===== config.mk =====
export PLATFORM = sky130hd
export DESIGN_NAME = byte_to_word_splitter_flat
export DESIGN_NICKNAME = d
export VERILOG_FILES = /design/src/rtl/byte_to_word_splitter_if.sv /design/src/rtl/byte_to_word_splitter.sv /design/src/flat_wrapper.sv
export SDC_FILE = /design/constraint.sdc
export NUM_CORES = 1
export LEC_CHECK = 0
export ABC_AREA = 1
export ABC_CLOCK_PERIOD_IN_PS = 2000
export CAP_MARGIN = 20
export CELL_PAD_IN_SITES_DETAIL_PLACEMENT = 0
export CELL_PAD_IN_SITES_GLOBAL_PLACEMENT = 2
export CORE_UTILIZATION = 30
export CTS_BUF_LIST = sky130_fd_sc_hd__clkbuf_4 sky130_fd_sc_hd__clkbuf_8
export CTS_CLUSTER_DIAMETER = 40
export DETAILED_ROUTE_END_ITERATION = 8
export GPL_TIMING_DRIVEN = 0
export PLACE_DENSITY = 0.84
export SYNTH_ARGS = -nofsm -noshare
export SYNTH_HDL_FRONTEND = slang
export SYNTH_SLANG_ARGS = --single-unit

===== constraint.sdc =====
create_clock -name clk -period 2 [get_ports clk]
set_clock_uncertainty 0.1 [all_clocks]
set_input_delay 0.4 -clock clk [delete_from_list [all_inputs] [get_ports clk]]
set_output_delay 0.4 -clock clk [all_outputs]
set_load 0.01 [all_outputs]

===== src/rtl/byte_to_word_splitter_if.sv =====
// Request/response bus between the CPU load/store port, the splitter and
// the cache. The slave modport is the splitter's view; the master modport is the driver's view.
interface byte_to_word_splitter_if #(
    parameter int ADDR_W = 27
);
    logic              in_valid;
    logic              in_ready;
    logic [ADDR_W-1:0] in_addr;
    logic [1:0]        in_size;
    logic              in_we;
    logic [31:0]       in_wdata;
    logic              out_valid;
    logic              out_ready;
    logic [ADDR_W-3:0] out_addr;
    logic [3:0]        out_be;
    logic              out_we;
    logic [31:0]       out_wdata;
    logic              out_last;
    logic              out_split;
    logic              err;

    modport slave (
        input  in_valid, in_addr, in_size, in_we, in_wdata, out_ready,
        output in_ready, out_valid, out_addr, out_be, out_we, out_wdata,
               out_last, out_split, err
    );

    modport master (
        output in_valid, in_addr, in_size, in_we, in_wdata, out_ready,
        input  in_ready, out_valid, out_addr, out_be, out_we, out_wdata,
               out_last, out_split, err
    );
endinterface


===== src/rtl/byte_to_word_splitter.sv =====
// Byte-addressed CPU request to word-addressed cache request converter.
// Misaligned accesses that straddle a word boundary are issued as two beats.

// One byte lane of the 8-byte window spanning the base word and the next word.
module byte_to_word_splitter_lane #(
    parameter int LANE = 0
) (
    input  logic [1:0]  off,
    input  logic [2:0]  nbytes,
    input  logic [31:0] wdata,
    output logic        en,
    output logic [7:0]  data
);
    logic [3:0] lane_idx;
    logic [3:0] k;
    logic       ge;

    always_comb begin
        lane_idx = 4'(LANE);
        ge       = lane_idx >= {2'b00, off};
        k        = lane_idx - {2'b00, off};
        en       = ge && (k < {1'b0, nbytes});
        // Shifted write data is not masked by size, so all four source bytes land.
        data     = (ge && (k < 4'd4)) ? wdata[{k[1:0], 3'b000} +: 8] : 8'h00;
    end
endmodule

module byte_to_word_splitter #(
    parameter int ADDR_W = 27
) (
    input  logic                   clk,
    input  logic                   rst_n,
    byte_to_word_splitter_if.slave bus
);
    localparam int NUM_LANES = 8;
    localparam int WA_W      = ADDR_W - 2;

    typedef enum logic [1:0] {IDLE, BEAT0, BEAT1} state_t;

    typedef struct packed {
        logic [WA_W-1:0] addr;
        logic [3:0]      be;
        logic [31:0]     wdata;
    } beat_t;

    state_t state, state_n;
    beat_t  cur, cur_n, nxt, nxt_n;
    logic   vld, vld_n, last, last_n, split, split_n, we, we_n, err, err_n;

    logic [1:0]                  off;
    logic [2:0]                  nbytes;
    logic [NUM_LANES-1:0]        mask8;
    logic [NUM_LANES-1:0][7:0]   data64;
    logic [WA_W-1:0]             waddr;
    beat_t                       dec0, dec1;
    logic                        dec_split;

    assign off   = bus.in_addr[1:0];
    assign waddr = bus.in_addr[ADDR_W-1:2];

    always_comb begin
        case (bus.in_size)
            2'd0:    nbytes = 3'd1;
            2'd1:    nbytes = 3'd2;
            2'd2:    nbytes = 3'd4;
            default: nbytes = 3'd0;
        endcase
    end

    for (genvar i = 0; i < NUM_LANES; i++) begin : g_lane
        byte_to_word_splitter_lane #(.LANE(i)) u_lane (
            .off    (off),
            .nbytes (nbytes),
            .wdata  (bus.in_wdata),
            .en     (mask8[i]),
            .data   (data64[i])
        );
    end

    always_comb begin
        dec0.addr  = waddr;
        dec0.be    = mask8[3:0];
        dec0.wdata = data64[3:0];
        // Word address wraps naturally at WA_W bits.
        dec1.addr  = waddr + 1'b1;
        dec1.be    = mask8[7:4];
        dec1.wdata = data64[7:4];
        dec_split  = |mask8[7:4];
    end

    always_comb begin
        state_n = state;
        cur_n   = cur;
        nxt_n   = nxt;
        vld_n   = vld;
        last_n  = last;
        split_n = split;
        we_n    = we;
        err_n   = 1'b0;
        case (state)
            IDLE: begin
                if (bus.in_valid) begin
                    if (bus.in_size == 2'd3) begin
                        err_n = 1'b1;
                    end else begin
                        cur_n   = dec0;
                        nxt_n   = dec1;
                        vld_n   = 1'b1;
                        split_n = dec_split;
                        last_n  = !dec_split;
                        we_n    = bus.in_we;
                        state_n = BEAT0;
                    end
                end
            end
            BEAT0: begin
                if (bus.out_ready) begin
                    if (split) begin
                        cur_n   = nxt;
                        last_n  = 1'b1;
                        state_n = BEAT1;
                    end else begin
                        vld_n   = 1'b0;
                        state_n = IDLE;
                    end
                end
            end
            BEAT1: begin
                if (bus.out_ready) begin
                    vld_n   = 1'b0;
                    state_n = IDLE;
                end
            end
            default: begin
                vld_n   = 1'b0;
                state_n = IDLE;
            end
        endcase
    end

    always_ff @(posedge clk or negedge rst_n) begin
        if (!rst_n) begin
            state <= IDLE;
            cur   <= '0;
            nxt   <= '0;
            vld   <= 1'b0;
            last  <= 1'b0;
            split <= 1'b0;
            we    <= 1'b0;
            err   <= 1'b0;
        end else begin
            state <= state_n;
            cur   <= cur_n;
            nxt   <= nxt_n;
            vld   <= vld_n;
            last  <= last_n;
            split <= split_n;
            we    <= we_n;
            err   <= err_n;
        end
    end

    assign bus.in_ready  = (state == IDLE);
    assign bus.out_valid = vld;
    assign bus.out_addr  = cur.addr;
    assign bus.out_be    = cur.be;
    assign bus.out_wdata = cur.wdata;
    assign bus.out_we    = we;
    assign bus.out_last  = last;
    assign bus.out_split = split;
    assign bus.err       = err;
endmodule


===== src/flat_wrapper.sv =====
// flat-port wrapper written by rule: the top's interface ports become plain ports
module byte_to_word_splitter_flat 
#(
    parameter int ADDR_W = 27
)
  (clk, rst_n, bus_in_valid, bus_in_addr, bus_in_size, bus_in_we, bus_in_wdata, bus_out_ready, bus_in_ready, bus_out_valid, bus_out_addr, bus_out_be, bus_out_we, bus_out_wdata, bus_out_last, bus_out_split, bus_err);
  byte_to_word_splitter_if #(.ADDR_W(ADDR_W)) bus_i ();
  input  logic clk;
  input  logic rst_n;
  input wire logic [$bits(bus_i.in_valid)-1:0] bus_in_valid;
  input wire logic [$bits(bus_i.in_addr)-1:0] bus_in_addr;
  input wire logic [$bits(bus_i.in_size)-1:0] bus_in_size;
  input wire logic [$bits(bus_i.in_we)-1:0] bus_in_we;
  input wire logic [$bits(bus_i.in_wdata)-1:0] bus_in_wdata;
  input wire logic [$bits(bus_i.out_ready)-1:0] bus_out_ready;
  output wire logic [$bits(bus_i.in_ready)-1:0] bus_in_ready;
  output wire logic [$bits(bus_i.out_valid)-1:0] bus_out_valid;
  output wire logic [$bits(bus_i.out_addr)-1:0] bus_out_addr;
  output wire logic [$bits(bus_i.out_be)-1:0] bus_out_be;
  output wire logic [$bits(bus_i.out_we)-1:0] bus_out_we;
  output wire logic [$bits(bus_i.out_wdata)-1:0] bus_out_wdata;
  output wire logic [$bits(bus_i.out_last)-1:0] bus_out_last;
  output wire logic [$bits(bus_i.out_split)-1:0] bus_out_split;
  output wire logic [$bits(bus_i.err)-1:0] bus_err;
  assign bus_i.in_valid = bus_in_valid;
  assign bus_i.in_addr = bus_in_addr;
  assign bus_i.in_size = bus_in_size;
  assign bus_i.in_we = bus_in_we;
  assign bus_i.in_wdata = bus_in_wdata;
  assign bus_i.out_ready = bus_out_ready;
  assign bus_in_ready = bus_i.in_ready;
  assign bus_out_valid = bus_i.out_valid;
  assign bus_out_addr = bus_i.out_addr;
  assign bus_out_be = bus_i.out_be;
  assign bus_out_we = bus_i.out_we;
  assign bus_out_wdata = bus_i.out_wdata;
  assign bus_out_last = bus_i.out_last;
  assign bus_out_split = bus_i.out_split;
  assign bus_err = bus_i.err;
  byte_to_word_splitter #(.ADDR_W(ADDR_W)) u_core (.clk(clk), .rst_n(rst_n), .bus(bus_i));
endmodule

==> flow_summary.json <==
{
  "status": "completed",
  "cp_cell_sequence": "clkdlybuf4s50_1",
  "relSlewSlack_pct": 54.2,
  "ant_nets": 0,
  "cts_buffer_depth": 2,
  "antenna_cells": 0,
  "crit_fanout": 3,
  "power_switching_mw": 4.39,
  "cts_buffers": 17,
  "clk-insertion-delay-late_ns": 0.45,
  "syn-cell-area_sq_um": 6500,
  "dp_hpwl_mm": 16.5,
  "clk_pin_slew_ns": 0.07,
  "final_max_slew_viol_count": 0,
  "syn_avg_cell_area_sq_um": 7.38,
  "dieArea_sq_um": 22300,
  "ys_seq_elements": 121,
  "dp.cells": 1287,
  "clkSinkCount": 121,
  "tightest_slew_ns": 0.685,
  "avgViaCountPerCell": 4.85,
  "io_buffers": 131,
  "hold_path.class": "input pin to flip-flop",
  "fin_nets": 1111,
  "grt.overflow.total": 0,
  "rsz0062_at_grt": "no",
  "rows": 53,
  "setup_violations": 0,
  "htreeDepth": 4,
  "seqPwrFrac_pct": 37.0,
  "swShare_pct": 38.2,
  "fillers": 2235,
  "synth_top_area_share_pct": 46.6,
  "drive_gt1_share_pct": 7.85,
  "worst-path-buf-inv": 1,
  "dpl_worst_slack_ns": -1.42,
  "critPathKind": "flip-flop to output pin",
  "slowest_delay_ns": 0.57,
  "yosysSeqAreaShare_pct": 46.6,
  "worstSetupStartpointType": "flip-flop",
  "synthCells": 880,
  "p_per_area_nw_per_um2": 1330,
  "antenna_found_initial": 0,
  "drt_wl_total_mm": 22.4,
  "end_kind": "output pin",
  "max_freq_mhz": 520,
  "synth_area_leaders": "dfrtp_1 47%, nand2_1 21%, o21ai_0 5.6%, nor2_1 5.2%, a21oi_1 3.2%",
  "grt_pass1_vias": 6278,
  "drv_cap": 0,
  "fin_crit_ns": 1.92,
  "wl_per_cell_microns": 17.0,
  "synth_edf_count": 0,
  "worstPathArrival_ns": 1.42,
  "clock_power_share_pct": 20.3,
  "vdd_drop_max_v": 0.000512,
  "die_h_microns": 149,
  "synth_area_leader_cell": "dfrtp_1",
  "p_int_mw": 7.09,
  "grtUsageTotal_pct": 21.0,
  "place_congestion": 0.906,
  "fp.coreArea_sq_um": 21200,
  "vias": 6393,
  "hold_violations": 0,
  "p_comb_share_pct": 42.7,
  "fin_crit_sh_pct": 96.2,
  "total_power_mw": 11.5,
  "slowest_stage": "clkdlybuf4s50_1",
  "grt_start_max_net_pins": 62,
  "ios": 133,
  "yosysWarnings": 0,
  "fin_cells": 1319,
  "worstPathRequired_ns": 1.50,
  "area_delta_synth_final_pct": 33.0,
  "critical_path.top_delay_family": "buffers and inverters",
  "synth_nets": 958,
  "synth_flop_cell": "dfrtp_1",
  "synth_cell_types": 31,
  "timing.hold.ws_ns": 0.189,
  "ff_latch_area_sq_um": 3030,
  "initial_core_util_pct": 30.7,
  "firstDrtPassIters": 5,
  "cts_root_buf": "clkbuf_8",
  "cts_tree": "built",
  "first_iter_violations": 387,
  "postLayoutSetupSlackWorst_ns": 0.0769,
  "multi_input_area_sq_um": 3100,
  "grt_pass1_wl_mm": 35.4,
  "die_x_microns": 149,
  "async_flop_share_pct": 100,
  "drc": 0,
  "power_leakage_nw": 3.97
}
[logic make-up (layout without fill, tap and decap cells)]
kind of cell,after synthesis,in the layout,share of synthesized area (%)
AOI/OAI and AO/OA,164,164,13.7
xor gates and xnor gates,13,13,1.75
adders and majority gates,12,12,2.31
buffers and inverters,84,248,6.08
DFF,121,121,46.6
and+or+nand+nor,486,486,29.6
[cell usage after synthesis (6+ instances only)]
cell and number:
dfrtp_1 121, o21ai_0 73, o31ai_1 10, nand3_1 21, ha_1 12, a21oi_1 41, a31oi_1 26, nand3b_1 9
buf_2 17, clkbuf_1 16, nor2_1 90, buf_6 6, nand2_1 357, inv_1 34, o22ai_1 8, xnor2_1 6
xor2_1 7
[metrics by stage]
stage / utilization [%] / instance area [sq um] / TNS, ns
after floorplan: - / 6500 / 0
after global placement: 38.5 / 8150 / -646.61
after detailed placement: 38.7 / 8180 / -71.25
after CTS: 40.7 / 8610 / 0
after global routing: 40.9 / 8640 / 0
final: 40.9 / 8640 / 0
[cells in the final DEF (no fill, tap or decap), drive strengths merged, types with 2 or more instances in the layout]
cell type	synthesis	final
a31oi	26	26
clkinv	2	8
inv	38	38
xnor2	6	6
dfrtp	121	121
nand3b	9	9
nand3	21	21
xor2	7	7
clkdlybuf4s50	0	126
clkbuf	16	36
bufinv	0	3
buf	28	33
nand4	2	2
nor2	93	93
ha	12	12
nand2	359	359
o31ai	10	10
dlygate4sd2	0	2
o22ai	8	8
o21ai	78	78
a21oi	41	41
[flip-flops by register name (all words and copies together), names as in the netlist]
signal and flops:
u_core.bus.out_be 4, u_core.bus.out_last 1, u_core.bus.out_wdata 32, u_core.bus.out_addr 25, u_core.state 2, u_core.bus.out_split 1, u_core.bus.out_valid 1, u_core.nxt 53
u_core.bus.err 1, u_core.bus.out_we 1
[metal layers]
layer / vias up / track usage [%] / share of wire, %
met4: 0 / 5.10 / 1.2
met2: 185 / 33.9 / 47
met1: 3041 / 28.5 / 47
li1: 3145 / - / -
met5: - / 0 / 0
met3: 22 / 4.46 / 5.1
[final timing paths]
| check | from | endpoint | slack (ns) | depth (start not counted) |
|---|---|---|---|---|
| worst max-delay path | u_core.bus.out_split$_DFFE_PN0P_ | bus_out_split | 0.08 | 1 |
| worst min-delay path | bus_in_size[1] | u_core.bus.err$_DFF_PN0_ | 0.19 | 3 |
| worst max register to register | u_core.state[1]$_DFFE_PN0P_ | u_core.bus.out_wdata[10]$_DFFE_PN0P_ | 0.10 | 8 |
| worst min register to register | u_core.bus.out_wdata[14]$_DFFE_PN0P_ | u_core.bus.out_wdata[14]$_DFFE_PN0P_ | 0.38 | 2 |
| max in group asynchronous | rst_n | u_core.bus.out_wdata[23]$_DFFE_PN0P_ | 0.67 | 3 |
| min in group asynchronous | rst_n | u_core.bus.out_wdata[28]$_DFFE_PN0P_ | 0.39 | 2 |
[power by group through the flow]
| stage | Combinational (mW) | Sequential [mW] | Clock, mW |
|---|---|---|---|
| after floorplan | 2.27 | 4.42 | 0 |
| after global placement | 4.91 | 4.27 | 0 |
| after detailed placement | 4.94 | 4.26 | 0 |
| after CTS | 4.97 | 4.25 | 2.39 |
| after global routing | 5.44 | 4.38 | 2.47 |
| final | 4.90 | 4.25 | 2.33 |
[what timing repair did]
item	in CTS	in global routing
hold buffers	1	0
gates resized for setup	18	10
hold endpoints to repair	60	0
setup buffers	0	3
endpoints found under the setup margin	57	26
[cell type report]
| type | count | area share [%] |
|---|---|---|
| well taps | 275 | 3.98 |
| repair buffers | 136 | 15.8 |
| clock inverters | 9 | 1.43 |
| flip-flops and latches | 121 | 35.0 |
| plain buffers | 42 | 2.76 |
| multi-input cells | 675 | 35.9 |
| inverters | 40 | 1.88 |
| clock buffers | 21 | 3.20 |
(Power assumes the default switching activity.)
==> RTL change (same settings) <==
Encoding of `state_t`: now one-hot (3 bits for 3 states).
--- a/src/rtl/byte_to_word_splitter.sv
+++ b/src/rtl/byte_to_word_splitter.sv
@@ -35,7 +35,7 @@
     localparam int NUM_LANES = 8;
     localparam int WA_W      = ADDR_W - 2;
 
-    typedef enum logic [1:0] {IDLE, BEAT0, BEAT1} state_t;
+    typedef enum logic [2:0] {IDLE = 3'b001, BEAT0 = 3'b010, BEAT1 = 3'b100} state_t;
 
     typedef struct packed {
         logic [WA_W-1:0] addr;
Check against the original RTL: no difference found for any inputs over 4 cycles, from zero or initial values and one cycle with rst_n low; so few cycles prove little.
==> RTL change against the unedited design <==
- register-to-register slack lost 0.04 ns
- critical path depth grew 8
- synthesized area is 3.4% higher
- wire length increased by 4.4%
- cell area rose by 4.9%
- maximum frequency is 0.66% lower
- total power rose by 4.3%
- sequential share of layout area fell by 1.4 points
- sequential cell count grew 1
- worst setup slack worse by 0.013 ns
- critical endpoint is now u_core.bus.out_wdata[11]$_DFFE_PN0P_
==> RTL change: results (changes against the unedited design) <==
- Post-Route WL: 23400 µm (was 22400 µm)
- Slowest cell on the critical path: dfstp_2 (was clkdlybuf4s50_1)
- Layout cells sized above 1: 10.9% (was 7.85%)
- Global Route Usage Sum: 21.1% (was 21.0%)
- First-pass GRT wire length: 35900 µm (was 35400 µm)
- RD Place Congestion: 0.893 (was 0.906)
- Post-Syn Nets: 1014 (was 958)
- DP HPWL: 17200 µm (was 16500 µm)
- Worst VDD drop: 0.525 mV (was 0.512 mV)
- Status: complete, no violations (unchanged)
- Vias per cell: 4.74 (was 4.85)
- Dpl ws: -1.14 ns (was -1.42 ns)
- Count of different cell masters after synthesis: 32 (was 31)
- Area contributors post-synth: dfrtp_1, nand2_1, o21ai_0, inv_1, o211ai_1 (was dfrtp_1, nand2_1, o21ai_0, nor2_1, a21oi_1)
- Post-synth top cells: nand2_1, dfrtp_1, o21ai_0, inv_1, nor2_1 (was nand2_1, dfrtp_1, nor2_1, o21ai_0, a21oi_1)
- CP Max Fanout: 10 (was 3)
- CP arrival: 2.23 ns (was 1.42 ns)
- Largest net degree at the start of global routing: 71 (was 62)
- Fill count: 2315 (was 2235)
- P per Cell Area: 1320 nW/µm² (was 1330 nW/µm²)
- Cells after Synth: 936 (was 880)
- Synth Flop Type: dfrtp_1 (unchanged)
- Initial antenna violation count: 0 (unchanged)
- Static Leakage: 4.35 nW (was 3.97 nW)
- Number of global-route vias before repair: 6364 (was 6278)
- Register area share after synthesis: 45.4% (was 46.6%)
- Family with the most delay on the worst path: simple AND/OR/NAND/NOR gates (was buffers and inverters)
- Dpl cells: 1348 (was 1287)
- Post-Place Cell Area: 8440 µm² (was 8180 µm²)
- Worst-margin pin slew: 0.691 ns (was 0.685 ns)
- Nets: 1171 (was 1111)
- Iteration-0 DRC count of the detailed router: 311 (was 387)
- DR vias: 6566 (was 6393)
- Crit-path max cell delay: 0.52 ns (was 0.57 ns)
-- RTL change: cell count changes after synthesis, sizes merged, moves of 36 or more --
cell,delta
o21ai,+37
inv,+36
nand2,+56
a21oi,-39
nor2,-41
-- RTL change: per-layer routing --
| metal | track usage (%) | up-vias | part of all wire, % |
|---|---|---|---|
| met5 | 0 | - | 0 |
| met4 | 4.65 | 0 | 0.63 |
| met3 | 3.41 | 14 | 5.0 |
| met2 | 35.0 | 187 | 47 |
| met1 | 28.8 | 3095 | 47 |
| li1 | - | 3270 | - |
-- RTL change: cell type report --
class                   instances  share of cell area (%)
plain buffers                  44                    3.51
clock buffers                  21                    3.05
clock inverters                11                    1.60
inverters                      77                    3.42
multi-input cells             692                    35.5
flip-flops and latches        122                    33.7
well taps                     280                    3.86
repair buffers                139                    15.4
-- RTL change: cells by family (layout without fill, tap and decap cells) --
logic type | after synthesis | count (layout) | synth area share, %
flops | 122 | 122 | 45.4
simple gates | 517 | 517 | 30.6
compound gates | 153 | 153 | 12.7
fa+ha+maj | 12 | 12 | 2.23
buf+inv | 122 | 292 | 7.72
xor+xnor | 10 | 10 | 1.30
-- RTL change: what timing repair did --
action | 4_1_cts | 5_1_grt
resized for setup | 62 | 21
pin swaps | 3 | 3
hold buffers | 1 | 0
setup buffers | 2 | 4
gates cloned | 0 | 0
endpoints found under the hold margin | 69 | 0
endpoints found under the setup margin | 100 | 107
-- RTL change: worst paths after layout --
kind | slack [ns] | depth (start not counted) | endpoint | startpoint
worst max-delay path | 0.06 | 9 | u_core.bus.out_wdata[11]$_DFFE_PN0P_ | u_core.state[0]$_DFFE_PN1P_
worst min-delay path | 0.19 | 3 | u_core.bus.err$_DFF_PN0_ | bus_in_size[1]
worst max register to register | 0.06 | 9 | u_core.bus.out_wdata[11]$_DFFE_PN0P_ | u_core.state[0]$_DFFE_PN1P_
worst min register to register | 0.37 | 2 | u_core.nxt[37]$_DFFE_PN0P_ | u_core.nxt[37]$_DFFE_PN0P_
min in group asynchronous | 0.41 | 2 | u_core.bus.out_wdata[4]$_DFFE_PN0P_ | rst_n
max in group asynchronous | 0.65 | 3 | u_core.state[0]$_DFFE_PN1P_ | rst_n
-- RTL change: power breakdown --
part / total, mW / switching (mW) / leakage, nW / internal [mW]
Combinational: 5.40 / 3.04 / 2.59 / 2.36
Clock: 2.43 / 1.10 / 0.209 / 1.32
Sequential: 4.15 / 0.549 / 1.55 / 3.60
Total: 12.0 / 4.69 / 4.35 / 7.29
-- RTL change: tightest hold or removal path: stages --
cell and delay, ns:
clkbuf_2 0.16, nand2_1 0.11, nor2_1 0.05
